**src/rtl/reg_file_sb.sv**
```systemverilog
// reg_file_sb: 32 x 32-bit integer register file with write-through bypass
// and a per-register pending-writer scoreboard.
//
// Ports
//   clk, rst        core clock; asynchronous active-high reset
//   write_back_out  write-back bundle {Wdata, rd, Wreg}; commits at the edge
//   rs1, rs2        combinational read addresses
//   rdata1, rdata2  read data (x0 reads 0, same-cycle write is bypassed)
//   issue_valid     decode issues an instruction this cycle
//   issue_rd        destination of the issued instruction
//   issue_Wreg      the issued instruction writes issue_rd
//   squash_valid    an in-flight writer is cancelled this cycle
//   squash_rd       destination of the cancelled writer
//   busy1, busy2    source operand still waits on an outstanding writer
//   sb_err          sticky scoreboard under/overflow flag, cleared by rst
//
// There is no valid/ready handshake here: every input is sampled
// unconditionally each cycle and the block never back-pressures.

package reg_file_sb_pkg;
  typedef struct packed {
    logic [31:0] Wdata;
    logic [4:0]  rd;
    logic        Wreg;
  } write_back_out_t;
endpackage

module reg_file_sb
  import reg_file_sb_pkg::*;
#(
  parameter int PEND_W = 2
) (
  input  logic            clk,
  input  logic            rst,
  input  write_back_out_t write_back_out,
  input  logic [4:0]      rs1,
  input  logic [4:0]      rs2,
  output logic [31:0]     rdata1,
  output logic [31:0]     rdata2,
  input  logic            issue_valid,
  input  logic [4:0]      issue_rd,
  input  logic            issue_Wreg,
  input  logic            squash_valid,
  input  logic [4:0]      squash_rd,
  output logic            busy1,
  output logic            busy2,
  output logic            sb_err
);

  // Two extra bits give room for the -2..+1 net change without wrapping,
  // so under/overflow can be detected with a plain signed compare.
  localparam int CW = PEND_W + 2;
  localparam logic signed [CW-1:0] PEND_MAX_S = $signed({2'b00, {PEND_W{1'b1}}});

  logic [31:0]       regs_q [32];
  logic [PEND_W-1:0] pend_q [32];
  logic [PEND_W-1:0] pend_d [32];
  logic              sb_err_q;
  logic              sb_err_d;

  logic              wr_en;
  logic              ev_inc;
  logic              ev_decw;
  logic              ev_decs;
  logic signed [CW-1:0] nxt;
  logic              decw1;
  logic              decw2;

  assign wr_en = write_back_out.Wreg && (write_back_out.rd != 5'd0);

  // ---------------------------------------------------------------------
  // Register array. Entry 0 is held at zero and never written.
  // ---------------------------------------------------------------------
  always_ff @(posedge clk or posedge rst) begin
    if (rst) begin
      for (int r = 0; r < 32; r++) begin
        regs_q[r] <= '0;
      end
    end else if (wr_en) begin
      regs_q[write_back_out.rd] <= write_back_out.Wdata;
    end
  end

  // ---------------------------------------------------------------------
  // Read ports: x0 first, then bypass of the in-flight write, then array.
  // ---------------------------------------------------------------------
  always_comb begin
    rdata1 = regs_q[rs1];
    if (rs1 == 5'd0) begin
      rdata1 = '0;
    end else if (wr_en && (write_back_out.rd == rs1)) begin
      rdata1 = write_back_out.Wdata;
    end
  end

  always_comb begin
    rdata2 = regs_q[rs2];
    if (rs2 == 5'd0) begin
      rdata2 = '0;
    end else if (wr_en && (write_back_out.rd == rs2)) begin
      rdata2 = write_back_out.Wdata;
    end
  end

  // ---------------------------------------------------------------------
  // Scoreboard next state. Counter 0 exists only to keep indexing simple;
  // it is pinned to zero so x0 is never busy.
  // ---------------------------------------------------------------------
  always_comb begin
    pend_d   = pend_q;
    sb_err_d = sb_err_q;
    ev_inc   = 1'b0;
    ev_decw  = 1'b0;
    ev_decs  = 1'b0;
    nxt      = '0;
    pend_d[0] = '0;
    for (int r = 1; r < 32; r++) begin
      ev_inc  = issue_valid && issue_Wreg && (issue_rd == 5'(r));
      ev_decw = write_back_out.Wreg && (write_back_out.rd == 5'(r));
      ev_decs = squash_valid && (squash_rd == 5'(r));
      nxt = $signed({2'b00, pend_q[r]})
          + $signed(CW'(ev_inc))
          - $signed(CW'(ev_decw))
          - $signed(CW'(ev_decs));
      if (nxt < 0) begin
        pend_d[r] = '0;
        sb_err_d  = 1'b1;
      end else if (nxt > PEND_MAX_S) begin
        pend_d[r] = {PEND_W{1'b1}};
        sb_err_d  = 1'b1;
      end else begin
        pend_d[r] = nxt[PEND_W-1:0];
      end
    end
  end

  always_ff @(posedge clk or posedge rst) begin
    if (rst) begin
      for (int r = 0; r < 32; r++) begin
        pend_q[r] <= '0;
      end
      sb_err_q <= 1'b0;
    end else begin
      pend_q   <= pend_d;
      sb_err_q <= sb_err_d;
    end
  end

  // ---------------------------------------------------------------------
  // Busy: a writeback completing this cycle is satisfied by the bypass, so
  // it is subtracted here. Issue and squash only act from the next cycle.
  // ---------------------------------------------------------------------
  assign decw1 = write_back_out.Wreg && (write_back_out.rd == rs1);
  assign decw2 = write_back_out.Wreg && (write_back_out.rd == rs2);

  assign busy1 = (rs1 != 5'd0) && ((pend_q[rs1] - PEND_W'(decw1)) != '0);
  assign busy2 = (rs2 != 5'd0) && ((pend_q[rs2] - PEND_W'(decw2)) != '0);

  assign sb_err = sb_err_q;

endmodule

```
**config.mk**
```make
export PLATFORM = sky130hd
export DESIGN_NAME = reg_file_sb
export DESIGN_NICKNAME = d
export VERILOG_FILES = /design/src/rtl/reg_file_sb.sv
export SDC_FILE = /design/constraint.sdc
export NUM_CORES = 2
export LEC_CHECK = 0
export CAP_MARGIN = 10
export CORE_MARGIN = 8
export CORE_UTILIZATION = 65
export DETAILED_ROUTE_END_ITERATION = 8
export DONT_BUFFER_PORTS = 1
export PLACE_DENSITY = 0.81
export SETUP_SLACK_MARGIN = 0.02
export SLEW_MARGIN = 0
export SYNTH_ARGS = -nofsm -noshare
export SYNTH_HDL_FRONTEND = slang
export SYNTH_SLANG_ARGS = --single-unit
```
**constraint.sdc**
```tcl
create_clock -name clk -period 96.5 [get_ports clk]
set_input_delay 0 -clock clk [delete_from_list [all_inputs] [get_ports clk]]
set_output_delay 0 -clock clk [all_outputs]
set_load 0.02 [all_outputs]
```
==> metrics <==
status finished clean; first-pass GRT wire length ~260000 µm; # H-tree levels 3; DRT Wirelength roughly 170000 µm; slew margin rel. between 10% and 20%; Synth top area share 43.98%; worst setup margin roughly 92 ns; vias in the first global route 40070; # setup viols final 0; CP endpoint kind asynchronous set/reset pin; switching share of power between 20 and 30%; Area Overhead vs Synth 7.591%; first-pass iteration count of the detailed router 5; period utilization 4.344%; Yosys reg bits 1087; CTS Buffer Depth 3; critical path class in2async; Clock Skew 0.01050 ns; setup tns final 0 ns; Design Area, Final 66540 µm²; crit path time final 4.192 ns; DP Area about 62000 µm²; Seq/Total Area, Yosys 43.98%; global placer's final weighted congestion 0.8781; Least-Margin Pin Slew 1.327 ns; synthesized area 61850 µm²; DIE AREA ~110000 µm²; Netlist cell types 45; num rows about 110; Worst-path clk slew 0.07 ns; Pleak 0.02895 µW; initial antenna violation count 6; gate count of the mapped netlist approximately 4100; IO Pins between 100 and 150; Die X 324.5 µm; met1 GRT Util 46.12%; Hold WS 0.03235 ns; post-CTS setup buffer count 0; met2 GRT Util between 40% and 50%; Clock Power Share 32.0%; FFs w/ async S/R, synth 100.0%; CTS tree built; main flop type after synthesis dfrtp_1; fillers 6059; Peak Freq 238.6 MHz; nets about 4200; Vert. Die Dim 324.5 µm; Post-synth EDFFs 0; syn nets 4384; Avg Inst Size Synth ~15 µm²; Routed Antenna Nets 0; GR Util All Layers between 30 and 40%; top post-synthesis cells by count 1087 x dfrtp_1, 996 x mux2_2, 669 x mux4_2, 243 x clkbuf_1, 235 x inv_1; Clock Latency Late Sink 0.71 ns; maximum fanout count along the critical path 77; power share of the sequential group 45.6%; hpwl dp 96910 µm; Inserted Clock Buffers 114; pwr dens about 21 nW/µm²; fraction of layout cells with a size suffix above 1 48.52%; DR iter-0 viols 4160; max-slew violations 0; Req. time, crit path ~97 ns; Combinational Power Share 22.3%; DRC Markers 0; Core ar. 94590 µm²; pin count of the biggest net entering global routing between 200 and 300; Starting Density 65.39%; top post-synthesis cells by area dfrtp_1 44%, mux4_2 24%, mux2_2 18%, ha_1 3.1%, fa_1 2.0%; Clk Tree Root Cell clkbuf_16; peak supply drop 0.01733 mV; count leader, synth dfrtp_1; vias post-DR between 30000 and 40000; # clock sinks approximately 1100; Synth area leader dfrtp_1; M3 GR Usage 10.41%; Max-Cap Viols 0; grt total ovfl 0; Wirelength per Cell around 33 µm; Startpoint Class input pin; RSZ-0062 raised after global routing no; net switching power slightly below 400 µW; I/O Buffers 0; Place WS ~92 ns; post-DR vias/cell 7.202; Warnings, synthesis 0; Tightest Hold Check Type in2reg; final hold vios 0; CP Data Arrival Time about 5 ns; GRT Max-Usage Layer met2; Pint roughly 990 µW
==> cells by family after synthesis <==
logic type | share of synthesized area, %
AOI/OAI and AO/OA | 1.509
xor gates and xnor gates | 0.1700
adders and majority gates | 5.143
buffers and inverters | 4.447
DFF | 43.98
muxes | 42.55
and+or+nand+nor | 2.205
==> worst max-delay path: stages <==
cell           delay (ns)
dlygate4sd3_1        0.53
dlygate4sd3_1        0.63
inv_8                0.30
buf_4                0.78
buf_4                0.85
buf_4                0.70
buf_4                0.86
==> registers in the layout, indices dropped and copies added, names as in the netlist <==
register and cells:
pend_q 62, regs_q 1024, sb_err 1
==> final cells by class <==
type / instances / area, µm² / area share, %
Inverter: 236 / 898.4 / 1.350
Clock buffer: 166 / 3289 / 4.943
Timing Repair Buffer: 109 / 980.9 / 1.474
Antenna cell: 2 / 5.005 / 0.007521
Tap cell: 1265 / 1583 / 2.379
Multi-Input combinational cell: 2360 / 32160 / 48.33
Sequential cell: 1087 / 27200 / 40.88
Clock inverter: 40 / 421.7 / 0.6337
==> power by group through the flow <==
stage / Sequential, µW / Combinational (µW) / Clock (µW)
2_1_floorplan: 605 / 263 / 0
3_3_place_gp: 624 / 286 / 0
3_5_place_dp: 631 / 296 / 0
4_1_cts: 624 / 306 / 443
5_1_grt: 638 / 329 / 462
6_report: 627 / 307 / 440
==> final timing paths <==
| check | startpoint | slack (ns) | to | cells past startpoint |
|---|---|---|---|---|
| max in group clk | write_back_out[2] | 92.89 | sb_err | 10 |
| worst max register to register | pend_q[0] | 93.92 | sb_err | 10 |
| worst max-delay path | rst | 92.31 | regs_q[148] | 7 |
| worst min register to register | regs_q[1013] | 0.40 | regs_q[1013] | 0 |
| worst min-delay path | write_back_out[1] | 0.03 | regs_q[611] | 3 |
| min in group asynchronous | rst | 0.38 | pend_q[3] | 3 |
==> per-stage QoR <==
stage | std cells | total power, µW | util [%]
after floorplan | 4104 | 868.1 | -
after global routing | 5264 | 1429 | 70.35
after global placement | 5004 | 909.9 | 65.84
final | 5265 | 1373 | 70.35
after CTS | 5263 | 1373 | 70.34
after detailed placement | 5004 | 926.7 | 65.84
==> cell usage in the layout (no fill, tap or decap), drive strengths merged, types with 3 or more instances in the layout <==
cell and instances:
a21oi 35, a221oi 4, a22oi 65, and3 3, buf 57, bufinv 5, clkbuf 166, clkinv 30
clkinvlp 3, dfrtp 1087, dlygate4sd3 52, fa 62, ha 155, inv 238, mux2 996, mux2i 3
mux4 669, nand2 93, nand2b 6, nand3 9, nand3b 9, nand4 9, nor2 157, nor2b 8
nor3 4, nor3b 4, nor4 4, o21ai 38, xnor2 3, xor2 9
==> per-layer routing <==
layer | part of all wire [%] | up-vias
li1 | - | 14980
met1 | 38 | 20270
met5 | 0.023 | -
met4 | 4.8 | 6
met2 | 45 | 2195
met3 | 12 | 470
==> timing repair <==
item / in CTS / in global routing
hold endpoints to repair: 1122 / 0
resized for setup: 0 / 0
hold buffers: 53 / 0
Note: power is estimated with default switching activity, not from simulation.
